File: src/rtl/poly_arith_pkg.sv
// Shared types and constants for ML-KEM polynomial arithmetic over Z_q, q = 3329.
package poly_arith_pkg;

  localparam int COEF_W = 12;

  typedef logic [COEF_W-1:0] coeff_t;

  localparam coeff_t Q          = 12'd3329;
  // 2^-1 mod q; the halving path uses the (t+q)>>1 form instead of a multiply
  localparam coeff_t Q_HALF_INV = 12'd1665;

  typedef enum logic [1:0] {
    ADD  = 2'b00,
    SUB  = 2'b01,
    BFLY = 2'b10,
    HADD = 2'b11
  } mode_t;

endpackage

File: src/rtl/mod_add_sub_pipe_if.sv
// Beat-level valid/ready bus for the modular add/sub pipeline, named from the block's point of view.
interface mod_add_sub_pipe_if
  import poly_arith_pkg::*;
#(
  parameter int LANES = 4
);

  logic                    valid_i;
  logic                    ready_o;
  mode_t                   mode_i;
  logic [LANES*COEF_W-1:0] op1_i;
  logic [LANES*COEF_W-1:0] op2_i;
  logic                    valid_o;
  logic                    ready_i;
  logic [LANES*COEF_W-1:0] sum_o;
  logic [LANES*COEF_W-1:0] diff_o;

  modport slave (
    input  valid_i, mode_i, op1_i, op2_i, ready_i,
    output ready_o, valid_o, sum_o, diff_o
  );

  modport master (
    output valid_i, mode_i, op1_i, op2_i, ready_i,
    input  ready_o, valid_o, sum_o, diff_o
  );

endinterface

File: src/rtl/mod_add_sub_pipe_lane.sv
// One combinational lane: modular add, sub, butterfly and halved-add over Z_q.
module mod_add_sub_lane
  import poly_arith_pkg::*;
(
  input  coeff_t a,
  input  coeff_t b,
  input  mode_t  mode,
  output coeff_t sum,
  output coeff_t diff
);

  coeff_t add_r;
  coeff_t sub_r;

  // Single conditional subtraction; enough because both 13-bit inputs stay below 2q.
  function automatic coeff_t cond_sub_q(input logic [COEF_W:0] x);
    return COEF_W'((x >= {1'b0, Q}) ? (x - {1'b0, Q}) : x);
  endfunction

  // Multiply by 2^-1 mod q: odd values are made even by adding q before the shift.
  function automatic coeff_t halve_mod_q(input coeff_t t);
    logic [COEF_W:0] x;
    x = t[0] ? ({1'b0, t} + {1'b0, Q}) : {1'b0, t};
    return COEF_W'(x >> 1);
  endfunction

  always_comb begin
    add_r = cond_sub_q({1'b0, a} + {1'b0, b});
    sub_r = cond_sub_q({1'b0, a} + {1'b0, Q} - {1'b0, b});
    sum   = add_r;
    diff  = '0;
    case (mode)
      SUB:     sum  = sub_r;
      BFLY:    diff = sub_r;
      HADD:    sum  = halve_mod_q(add_r);
      default: ;
    endcase
  end

endmodule

File: src/rtl/mod_add_sub_pipe.sv
// Multi-lane pipelined modular adder/subtractor with a globally stalled valid/ready pipeline.
module mod_add_sub_pipe
  import poly_arith_pkg::*;
#(
  parameter int LANES  = 4,
  parameter int STAGES = 2
)(
  input  logic               clk_i,
  input  logic               rst_i,
  mod_add_sub_pipe_if.slave  bus
);

  localparam int W = LANES * COEF_W;

  logic [W-1:0] lane_sum;
  logic [W-1:0] lane_diff;
  logic         adv;

  logic         vld_p_q  [1:STAGES];
  logic         vld_p_d  [1:STAGES];
  logic [W-1:0] sum_p_q  [1:STAGES];
  logic [W-1:0] sum_p_d  [1:STAGES];
  logic [W-1:0] diff_p_q [1:STAGES];
  logic [W-1:0] diff_p_d [1:STAGES];

  for (genvar k = 0; k < LANES; k++) begin : g_lane
    mod_add_sub_lane u_lane (
      .a    (bus.op1_i[COEF_W*k +: COEF_W]),
      .b    (bus.op2_i[COEF_W*k +: COEF_W]),
      .mode (bus.mode_i),
      .sum  (lane_sum[COEF_W*k +: COEF_W]),
      .diff (lane_diff[COEF_W*k +: COEF_W])
    );
  end

  always_comb begin
    adv = bus.ready_i || !vld_p_q[STAGES];
    for (int s = 1; s <= STAGES; s++) begin
      vld_p_d[s]  = vld_p_q[s];
      sum_p_d[s]  = sum_p_q[s];
      diff_p_d[s] = diff_p_q[s];
    end
    if (adv) begin
      // p1: lane results; p2..pSTAGES: pure delay, free for retiming
      vld_p_d[1]  = bus.valid_i;
      sum_p_d[1]  = lane_sum;
      diff_p_d[1] = lane_diff;
      for (int s = 2; s <= STAGES; s++) begin
        vld_p_d[s]  = vld_p_q[s-1];
        sum_p_d[s]  = sum_p_q[s-1];
        diff_p_d[s] = diff_p_q[s-1];
      end
    end
  end

  always_ff @(posedge clk_i) begin
    for (int s = 1; s <= STAGES; s++) begin
      if (rst_i) begin
        vld_p_q[s] <= 1'b0;
      end else begin
        vld_p_q[s] <= vld_p_d[s];
      end
      sum_p_q[s]  <= sum_p_d[s];
      diff_p_q[s] <= diff_p_d[s];
    end
  end

  // Data registers carry no reset, so outputs are gated to read zero without a valid beat.
  assign bus.ready_o = adv;
  assign bus.valid_o = vld_p_q[STAGES];
  assign bus.sum_o   = vld_p_q[STAGES] ? sum_p_q[STAGES]  : '0;
  assign bus.diff_o  = vld_p_q[STAGES] ? diff_p_q[STAGES] : '0;

endmodule

File: src/flat_wrapper.sv
// flat-port wrapper written by rule: the top's interface ports become plain ports
module mod_add_sub_pipe_flat import poly_arith_pkg::*;
#(
  parameter int LANES  = 4,
  parameter int STAGES = 2
)
  (clk_i, rst_i, bus_valid_i, bus_mode_i, bus_op1_i, bus_op2_i, bus_ready_i, bus_ready_o, bus_valid_o, bus_sum_o, bus_diff_o);
  mod_add_sub_pipe_if #(.LANES(LANES)) bus_i ();
  input  logic clk_i;
  input  logic rst_i;
  input wire logic [$bits(bus_i.valid_i)-1:0] bus_valid_i;
  input wire logic [$bits(bus_i.mode_i)-1:0] bus_mode_i;
  input wire logic [$bits(bus_i.op1_i)-1:0] bus_op1_i;
  input wire logic [$bits(bus_i.op2_i)-1:0] bus_op2_i;
  input wire logic [$bits(bus_i.ready_i)-1:0] bus_ready_i;
  output wire logic [$bits(bus_i.ready_o)-1:0] bus_ready_o;
  output wire logic [$bits(bus_i.valid_o)-1:0] bus_valid_o;
  output wire logic [$bits(bus_i.sum_o)-1:0] bus_sum_o;
  output wire logic [$bits(bus_i.diff_o)-1:0] bus_diff_o;
  assign bus_i.valid_i = bus_valid_i;
  assign bus_i.mode_i = bus_mode_i;
  assign bus_i.op1_i = bus_op1_i;
  assign bus_i.op2_i = bus_op2_i;
  assign bus_i.ready_i = bus_ready_i;
  assign bus_ready_o = bus_i.ready_o;
  assign bus_valid_o = bus_i.valid_o;
  assign bus_sum_o = bus_i.sum_o;
  assign bus_diff_o = bus_i.diff_o;
  mod_add_sub_pipe #(.LANES(LANES), .STAGES(STAGES)) u_core (.clk_i(clk_i), .rst_i(rst_i), .bus(bus_i));
endmodule
File: config.mk
export PLATFORM = sky130hd
export DESIGN_NAME = mod_add_sub_pipe_flat
export DESIGN_NICKNAME = d
export VERILOG_FILES = /design/src/rtl/poly_arith_pkg.sv /design/src/rtl/mod_add_sub_pipe_if.sv /design/src/rtl/mod_add_sub_pipe_lane.sv /design/src/rtl/mod_add_sub_pipe.sv /design/src/flat_wrapper.sv
export SDC_FILE = /design/constraint.sdc
export NUM_CORES = 1
export LEC_CHECK = 0
export BUFFER_PORTS_ARGS = -buffer_cell sky130_fd_sc_hd__buf_2
export CAP_MARGIN = 20
export CORE_MARGIN = 2
export CORE_UTILIZATION = 35
export CTS_CLUSTER_DIAMETER = 200
export DETAILED_ROUTE_END_ITERATION = 8
export PLACE_DENSITY = 0.5
export SLEW_MARGIN = 10
export SYNTH_ARGS = -nofsm -noshare
export SYNTH_HDL_FRONTEND = slang
export SYNTH_SLANG_ARGS = --single-unit
File: constraint.sdc
create_clock -name clk_i -period 8.65 [get_ports clk_i]
set_input_delay 2.1625 -clock clk_i [delete_from_list [all_inputs] [get_ports clk_i]]
set_output_delay 2.1625 -clock clk_i [all_outputs]
set_load 0.005 [all_outputs]
==> results.toml, run 1 <==
[yosys]
synth_nets = 2126
synth_cells = 1856
ys_warn_count = 0
synth_area_leaders = "edfxtp_1 (34%), ha_1 (12%), xnor2_1 (5.7%), nor2_1 (3.9%), and2_1 (3.8%)"
yosysSeqAreaShare = 0.340
ys_ff_latch = 194
synth_edf_count = 192
synth_top_area_frac = 0.338
synthFlopType = "edfxtp_1"
ys_types = 105
ys_async_sr_fraction = 0
syn_area_per_cell_um2 = 9.20
synth_top_cell_by_area = "edfxtp_1"
netlist_area_um2 = 17100

[pwr]
clockPowerShare = 0.201
switchingPower_w = 0.00138
power_density_nw_per_um2 = 191
p_int_w = 0.00231
pwr-share-seq = 0.374
irDropWorstVdd_mv = 0.0838
p_leak_nw = 8.31
swShare = 0.375
share_comb_of_total_power = 0.425

[place]
dp.cells = 2621
gp_congestion = 0.854
port_buffers = 199
dp_hpwl_um = 34300

[clock_tree]
cts_resized = 0
cts_num_sinks = 194
cts.hold.buffers_added = 0
cts_inserted_buffers = 17
clk_pin_slew_ns = 0.07
htree_levels = 4
cts_root_buf = "clkbuf_16"
clk_latency_ns = 0.44
clock_path_buffers = 2
cts_setup_buffers = 0
cts_tree = "built"

[global_routing]
grt_pass1_vias = 13277
grt_pass1_wl_um = 69500
grt_overflow = 0
grt_usage = 0.171
grt_max_degree = 155
grt_antenna_before_repair = 0

[worst_setup_path]
startpoint_type = "input port"
cp_top_family = "simple AND/OR/NAND/NOR gates"
cp_slowest_cell = "xnor2_1"
worst-setup-path-type = "in2reg"
critPathRequiredTime_ns = 8.82
path_buf_inv = 3
crit_arrival_ns = 7.13
critPathMaxFanout = 12
end_kind = "flip-flop"
cp_cell_sequence = "buf_2 > ha_1 > inv_1 > fa_1 > xnor2_1 > nand3_1 > or4_1 > o41ai_4 > a31oi_4 > nor2_4 > xnor2_1 > inv_1 > ha_1 > nand2_1 > mux2i_1 > mux2i_1 > xor2_1 > a21oi_1 > a21oi_1"
slowest_delay_ns = 0.81

[timing]
finalCritPeriodShare = 0.805
drv_slew = 0
timing.final.setup_violations = 0
hold_viol_final = 0
grt_setup_unrepaired = "false"
slew_headroom = 0.336
tightest_slew_ns = 0.988
fmax_mhz = 144
min_period_ns = 6.96
finClkSkew_ns = 0.00898
setup_tns_ns = 0

[cells_and_area]
final_cells = 2655
final_nets = 2297
fillCellCount = 4771
n_antenna_cell = 0
area.growth.synth_to_final_pct = 13.0
post_route_cells_drive_above_1_share = 0.147

[floorplan]
die_w_um = 225
num_rows = 80
core-area_um2 = 47900
die-area_um2 = 50600
start_util = 0.356
die_h_um = 225
io-pin-count = 200

[hold_path]
hold_path.class = "reg2reg"

[detailed_routing]
drt_wl_total_um = 43700
vias_per_cell = 5.24
dr.pass1.iters = 5
drtIter0Drc = 862
post_drt_wl_per_cell_um = 16.4
drc_errors = 0
ant_nets = 0
via_count = 13905

[job]
maxCapViolations = 0

[run_status]
status = "finished, final reports clean"
==> logic make-up after synthesis <==
family | after synthesis | share of synthesized area
AND/OR/NAND/NOR | 681 | 0.205
AO/OA/AOI/OAI | 418 | 0.177
flip-flops | 194 | 0.340
buffers and inverters | 192 | 0.0431
adder cells (fa/ha/maj) | 168 | 0.127
XOR/XNOR | 166 | 0.0861
multiplexers | 37 | 0.0223
==> layer usage <==
layer  up-vias  track usage  share of wire
li1       7075            -              -
met3        37       0.0158          0.024
met4         0       0.0440          0.014
met1      6542        0.226           0.47
met5         -            0              0
met2       251        0.299           0.49
==> worst register-to-register path: stages, from the launching register on <==
cell,delay (ns)
dfxtp_2,0.33
nand2b_4,0.42
buf_12,0.57
==> power by group through the flow <==
stage                     clock (W)  sequential [W]  combinational (W)
after floorplan                   0         0.00138            0.00117
after detailed placement          0         0.00140            0.00157
after CTS                  0.000765         0.00138            0.00157
final                      0.000741         0.00138            0.00157
after global placement            0         0.00140            0.00155
after global routing       0.000796         0.00140            0.00175
==> state kept, by name (all words and copies together) (netlist names) <==
register         count
u_core.diff_p_q     96
u_core.sum_p_q      96
u_core.vld_p_q       2
==> area by class of cell <==
type | instances | area, um^2 | share of cell area
clock buffer | 18 | 429 | 0.0223
clock inverter | 14 | 130 | 0.00675
sequential | 194 | 5810 | 0.301
inverter | 134 | 503 | 0.0261
multi-input combinational | 1470 | 10500 | 0.546
timing repair buffer | 210 | 1110 | 0.0575
tap | 615 | 769 | 0.0399
==> cells in the final DEF (no fill, tap or decap), drive strengths merged, types with 18 or more instances in the layout <==
master / synthesis / routed
a21oi: 101 / 101
nand3: 49 / 49
nand2b: 26 / 26
nor2: 178 / 178
xnor2: 114 / 114
nor3: 44 / 44
and2: 104 / 104
xor2: 52 / 52
ha: 160 / 160
o211ai: 27 / 27
buf: 9 / 209
nand2: 126 / 126
a211oi: 18 / 18
nor2b: 34 / 34
or3: 18 / 18
clkbuf: 49 / 19
inv: 134 / 137
edfxtp: 192 / 192
mux2i: 29 / 29
o21ai: 69 / 69
a21o: 19 / 19
nor4: 18 / 18
==> through the flow <==
| step | power, W | cell area [um^2] | util | setup WS [ns] | hold slack [ns] |
|---|---|---|---|---|---|
| after floorplan | 0.00254 | 17100 | - | 1.84 | 0.400 |
| after global routing | 0.00395 | 19300 | 0.402 | 1.32 | 0.424 |
| after CTS | 0.00372 | 19300 | 0.402 | 1.79 | 0.420 |
| after detailed placement | 0.00297 | 18700 | 0.390 | 1.31 | 0.405 |
| final | 0.00369 | 19300 | 0.402 | 1.69 | 0.419 |
| after global placement | 0.00295 | 18700 | 0.390 | 1.54 | 0.400 |
==> cells in the mapped netlist (9+ instances only) <==
cell type    n
a211oi_1    16
a21o_1      18
a21oi_1    100
a221oi_1     9
a31oi_1     13
and2_1     104
and3_1      17
clkbuf_1    49
edfxtp_1   192
ha_1       160
inv_1      134
mux2i_1     29
nand2_1    125
nand2b_1    26
nand3_1     48
nand4_1     12
nor2_1     177
nor2b_1     34
nor3_1      43
nor4_1      18
o211ai_1    26
o21a_1      16
o21ai_0     56
o21ai_1     12
o21bai_1    12
o221ai_1     9
o22ai_1     16
o31ai_1     12
or2_2        9
or3_1       17
or4_1       12
xnor2_1    112
xor2_1      52
==> final timing paths <==
path | start | endpoint | slack [ns] | depth (start not counted)
worst min register to register | u_core.sum_p_q[1][32]$_DFFE_PP_ | u_core.sum_p_q[2][32]$_DFFE_PP_ | 0.42 | 0
worst max register to register | u_core.vld_p_q[2]$_SDFFE_PP0P_ | u_core.sum_p_q[2][3]$_DFFE_PP_ | 6.72 | 2
worst max-delay path | bus_op2_i[36] | u_core.sum_p_q[1][39]$_DFFE_PP_ | 1.69 | 19
worst min-delay path | u_core.sum_p_q[1][32]$_DFFE_PP_ | u_core.sum_p_q[2][32]$_DFFE_PP_ | 0.42 | 0
No activity file was read; power rests on OpenSTA's default activity.
==> run 2: changes to the inputs <==
--- a/config.mk
+++ b/config.mk
@@ -11,7 +11,7 @@
 export CORE_UTILIZATION = 35
 export CTS_CLUSTER_DIAMETER = 200
 export DETAILED_ROUTE_END_ITERATION = 8
-export PLACE_DENSITY = 0.5
+export PLACE_DENSITY = 0.48
 export SLEW_MARGIN = 10
 export SYNTH_ARGS = -nofsm -noshare
 export SYNTH_HDL_FRONTEND = slang
==> constraint.sdc (replaced) <==
create_clock -name clk_i -period 7.1 [get_ports clk_i]
set_input_delay 1.775 -clock clk_i [delete_from_list [all_inputs] [get_ports clk_i]]
set_output_delay 1.775 -clock clk_i [all_outputs]
set_load 0.005 [all_outputs]
==> run 2 against run 1 <==
Net effect: design area rose by 0.34%; final cell count rose by 0.26%; via count rose by 0.14%; core utilization rose by 0.14 points; clock power rose by 30%; highest routed layer unchanged.
==> results.toml, run 2 (synthesis gave the netlist of run 1 again) <==
[worst_setup_path]
reg2reg_slack_ns = 4.13
critPathRequiredTime_ns = 7.27
cp_top_family = "compound AO/OA/AOI/OAI gates"
crit_arrival_ns = 6.26
worst-setup-path-type = "in2reg"
path_buf_inv = 3
path_common_cell = "a21oi_1"
cp_cell_sequence = "buf_2 > ha_1 > inv_1 > fa_1 > o21bai_2 > a21oi_1 > xor2_1 > or4_1 > o41ai_4 > a31oi_4 > nor2_4 > xnor2_1 > inv_1 > ha_1 > nand2_1 > mux2i_1 > mux2i_1 > xor2_1 > a21oi_1 > a21oi_1"
cp_slowest_cell = "or4_1"
startpoint_type = "input port"
critPathMaxFanout = 9
end_kind = "flip-flop"
slowest_delay_ns = 0.70

[place]
gp_congestion = 0.858
dpl_cell_area_um2 = 18800
port_buffers = 199
dp_hpwl_um = 35200

[detailed_routing]
drc_errors = 0
ant_nets = 0
via_count = 13924
vias_per_cell = 5.23
drtIter0Drc = 765
post_drt_wl_per_cell_um = 16.7
drt_wl_total_um = 44500
dr.pass1.iters = 5

[floorplan]
start_util = 0.356
die-area_um2 = 50600
die_w_um = 225
core-area_um2 = 47900
die_h_um = 225
num_rows = 80
io-pin-count = 200

[clock_tree]
cts.hold.buffers_added = 0
cts_root_buf = "clkbuf_16"
cts_setup_buffers = 0
cts_inserted_buffers = 17
clk_latency_ns = 0.44
htree_levels = 4
clk_pin_slew_ns = 0.08
cts_tree = "built"
cts_resized = 0
clock_path_buffers = 2
cts_num_sinks = 194

[pwr]
power_density_nw_per_um2 = 236
p_leak_nw = 8.35
pwr-share-seq = 0.368
switchingPower_w = 0.00171
irDropWorstVdd_mv = 0.122
swShare = 0.374
clockPowerShare = 0.211
total_power_w = 0.00457
share_comb_of_total_power = 0.421
p_int_w = 0.00286

[timing]
finClkSkew_ns = 0.0111
min_period_ns = 6.09
finalCritPeriodShare = 0.858
hold_viol_final = 0
timing.hold.ws_ns = 0.417
tightest_slew_ns = 1.04
grt_setup_unrepaired = "false"
setup_tns_ns = 0
drv_slew = 0
timing.final.setup_violations = 0
slew_headroom = 0.304
fmax_mhz = 164

[cells_and_area]
post_route_cells_drive_above_1_share = 0.151
seqCellArea_um2 = 5810
largestRegisters = "u_core.diff_p_q x96, u_core.sum_p_q x96, u_core.vld_p_q x2"
layout_common_cells = "buf_2 (199), edfxtp_1 (192), nor2_1 (177), ha_1 (160), inv_1 (134)"
fillCellCount = 4892
final_core_util = 0.404
multi_input_area_um2 = 10500
final_area_um2 = 19300
area.growth.synth_to_final_pct = 13.4
final_common_cell = "buf_2"
final_nets = 2303

[global_routing]
grt_max_degree = 99
grtUsageMet2 = 0.298
grt_pass1_wl_um = 70400
grt_overflow = 0
grt_antenna_before_repair = 1
top_usage_layer = "met2"
grt_use_met1 = 0.237
grt_usage = 0.174
grt_pass1_vias = 13345
grtUsageMet3 = 0.0142

[job]
maxCapViolations = 0

[run_status]
status = "finished, final reports clean"

[hold_path]
hold_path.class = "reg2reg"
[run 2: cell count changes in the layout (fill, tap and decap cells not counted)]
cell       change
buf_16         -1
clkinv_2       +1
buf_4          +8
bufinv_16      +1
inv_6          +1
clkinv_1       -2
inv_8          +3
clkbuf_2       -1
clkinv_4       -4
diode_2        +1
[run 2: worst paths after layout]
check | from | endpoint | cells after the start
max | bus_op2_i[36] | u_core.sum_p_q[1][39]$_DFFE_PP_ | 20
max reg2reg | u_core.vld_p_q[2]$_SDFFE_PP0P_ | u_core.vld_p_q[1]$_SDFFE_PP0P_ | 6
min reg2reg | u_core.sum_p_q[1][42]$_DFFE_PP_ | u_core.sum_p_q[2][42]$_DFFE_PP_ | 0
min | u_core.sum_p_q[1][42]$_DFFE_PP_ | u_core.sum_p_q[2][42]$_DFFE_PP_ | 0
[run 2: metrics by stage]
step | std cells | setup slack [ns]
after floorplan | 1856 | 1.07
after global placement | 2628 | 0.702
after detailed placement | 2629 | 0.562
after CTS | 2661 | 1.04
after global routing | 2661 | 0.604
final | 2662 | 1.01
[run 2: cell type report]
class | count | area share
sequential | 194 | 0.300
antenna | 1 | 0.000129
tap | 615 | 0.0398
timing repair buffer | 216 | 0.0587
inverter | 134 | 0.0260
multi-input combinational | 1470 | 0.545
clock inverter | 14 | 0.00854
clock buffer | 18 | 0.0222
[run 2: layer usage]
metal,wire length [um],up-vias
met4,543,0
met2,21400,242
met1,21500,6568
met5,0,-
li1,-,7088
met3,1070,26
[run 2: worst register-to-register path, stage by stage (launching register included)]
cell	delay, ns
dfxtp_2	0.31
buf_4	0.34
nand2b_4	0.26
buf_4	0.70
buf_4	0.88
mux2i_1	0.32
nor2_1	0.06
[run 2: power groups by stage]
stage,clock [W],combinational [W],sequential [W]
after floorplan,0,0.00142,0.00168
after detailed placement,0,0.00192,0.00171
after CTS,0.000998,0.00193,0.00169
after global routing,0.00104,0.00214,0.00171
after global placement,0,0.00191,0.00171
final,0.000965,0.00192,0.00168
==> run 3: changes to the inputs <==
--- a/config.mk
+++ b/config.mk
@@ -8,10 +8,10 @@
 export BUFFER_PORTS_ARGS = -buffer_cell sky130_fd_sc_hd__buf_2
 export CAP_MARGIN = 20
 export CORE_MARGIN = 2
-export CORE_UTILIZATION = 35
+export CORE_UTILIZATION = 25
 export CTS_CLUSTER_DIAMETER = 200
 export DETAILED_ROUTE_END_ITERATION = 8
-export PLACE_DENSITY = 0.48
+export PLACE_DENSITY = 0.37
 export SLEW_MARGIN = 10
 export SYNTH_ARGS = -nofsm -noshare
 export SYNTH_HDL_FRONTEND = slang
==> run 3 against run 2 <==
Net effect: flip-flop and latch count stayed put; critical path type unchanged; first-iteration DRC count grew 10%; clock power increased by 2.2%; clock skew hardly changed; register-to-register slack improved by 0.95 ns; hold slack better by 0.0038 ns; combinational power up 3%.
==> results.toml, run 3 (synthesis gave the netlist of run 1 again) <==
[clock_tree]
htree_levels = 4
cts_root_buf = "clkbuf_16"
clk_pin_slew_ns = 0.07
cts_inserted_buffers = 17
cts_setup_buffers = 0
clock_path_buffers = 2
clk_latency_ns = 0.45
cts_num_sinks = 194
cts_resized = 0
cts_tree = "built"
cts.hold.buffers_added = 0

[cells_and_area]
final_area_um2 = 19700
area.growth.synth_to_final_pct = 15.5
post_route_cells_drive_above_1_share = 0.151
final_common_cell = "buf_2"
final_nets = 2306
multi_input_area_um2 = 10500
largestRegisters = "u_core.diff_p_q x96, u_core.sum_p_q x96, u_core.vld_p_q x2"
fillCellCount = 7203
seqCellArea_um2 = 5810
layout_common_cells = "buf_2 (199), edfxtp_1 (192), nor2_1 (177), ha_1 (160), inv_1 (134)"
final_core_util = 0.293

[floorplan]
core-area_um2 = 67400
io-pin-count = 200
die-area_um2 = 70400
die_w_um = 265
die_h_um = 265
num_rows = 95
start_util = 0.253

[run_status]
status = "finished, final reports clean"

[timing]
setup_ws_ns = 0.988
tightest_slew_ns = 0.965
min_period_ns = 6.11
finClkSkew_ns = 0.0111
setup_tns_ns = 0
drv_slew = 0
grt_setup_unrepaired = "false"
timing.final.setup_violations = 0
finalCritPeriodShare = 0.861
fmax_mhz = 164
hold_viol_final = 0
slew_headroom = 0.357

[worst_setup_path]
critPathRequiredTime_ns = 7.29
startpoint_type = "input port"
rr_endpoint = "u_core.sum_p_q[1][21]$_DFFE_PP_"
reg2reg_slack_ns = 5.08
critPathMaxFanout = 9
crit_arrival_ns = 6.30
rr_worst_depth = 2
r2r-start = "u_core.vld_p_q[2]$_SDFFE_PP0P_"
worst-setup-path-type = "in2reg"
end_kind = "flip-flop"

[detailed_routing]
drtIter0Drc = 843
vias_per_cell = 4.78
drt_wl_total_um = 49700
drc_errors = 0
dr.pass1.iters = 5
via_count = 13967
post_drt_wl_per_cell_um = 17.0
ant_nets = 0

[place]
gp_congestion = 0.823
dp_slack_ns = 0.532
dp_hpwl_um = 39500
port_buffers = 199
dpl_cell_area_um2 = 19100

[hold_path]
worstHoldEndpoint = "u_core.diff_p_q[2][3]$_DFFE_PP_"
whs_path_depth = 0
hold_path.class = "reg2reg"
min_from = "u_core.diff_p_q[1][3]$_SDFFCE_PP0P_"

[pwr]
p_leak_nw = 8.37
irDropWorstVdd_mv = 0.140
power_density_nw_per_um2 = 236
total_power_w = 0.00465

[global_routing]
grt_max_degree = 154
grt_pass1_wl_um = 78300
grt_overflow = 0
grt_usage = 0.141
grt_pass1_vias = 13620
grt_antenna_before_repair = 1

[job]
maxCapViolations = 0
-- run 3: stage by stage --
step / hold slack (ns) / std cells
after floorplan: 0.400 / 1856
after global placement: 0.404 / 2889
after detailed placement: 0.405 / 2890
after CTS: 0.422 / 2922
after global routing: 0.424 / 2922
final: 0.421 / 2923
-- run 3: worst max-delay path by stage --
stage / end / start / slack, ns / depth (start not counted)
final: u_core.sum_p_q[1][39]$_DFFE_PP_ / bus_op2_i[36] / 0.99 / 20
after global routing: u_core.sum_p_q[1][39]$_DFFE_PP_ / bus_op2_i[36] / 0.67 / 20
after CTS: u_core.sum_p_q[1][39]$_DFFE_PP_ / bus_op2_i[36] / 1.01 / 20
after floorplan: bus_ready_o / bus_ready_i / 1.07 / 1
after global placement: u_core.sum_p_q[1][39]$_DFFE_PP_ / bus_op2_i[36] / 0.65 / 20
after detailed placement: u_core.sum_p_q[1][39]$_DFFE_PP_ / bus_op2_i[36] / 0.53 / 20
-- run 3: critical path, stage by stage --
cell	delay (ns)
buf_2	0.09
ha_1	0.16
inv_1	0.06
fa_1	0.40
o21bai_2	0.27
a21oi_1	0.12
xor2_1	0.23
or4_1	0.71
o41ai_4	0.37
a31oi_4	0.22
nor2_4	0.28
xnor2_1	0.19
inv_1	0.16
ha_1	0.21
nand2_1	0.07
mux2i_1	0.38
mux2i_1	0.27
xor2_1	0.09
a21oi_1	0.16
a21oi_1	0.08
-- run 3: cell type report --
cell class                 count  area share
sequential                   194       0.294
antenna                        1    0.000127
timing repair buffer         219      0.0594
tap                          873      0.0554
inverter                     134      0.0255
clock buffer                  19      0.0220
multi-input combinational   1470       0.534
clock inverter                13     0.00869
-- run 3: per-layer routing --
metal / vias up / global-route usage / share of wire
li1: 7079 / - / -
met1: 6631 / 0.193 / 0.48
met2: 219 / 0.237 / 0.48
met3: 38 / 0.0131 / 0.021
met4: 0 / 0.0366 / 0.015
met5: - / 0 / 0
-- run 3: report_power, final --
group	internal (W)	leakage, nW	total (W)	switching, W
Clock	0.000534	0.295	0.000986	0.000452
Combinational	0.000754	5.93	0.00197	0.00122
Sequential	0.00162	2.15	0.00170	0.0000802
Total	0.00290	8.37	0.00465	0.00175
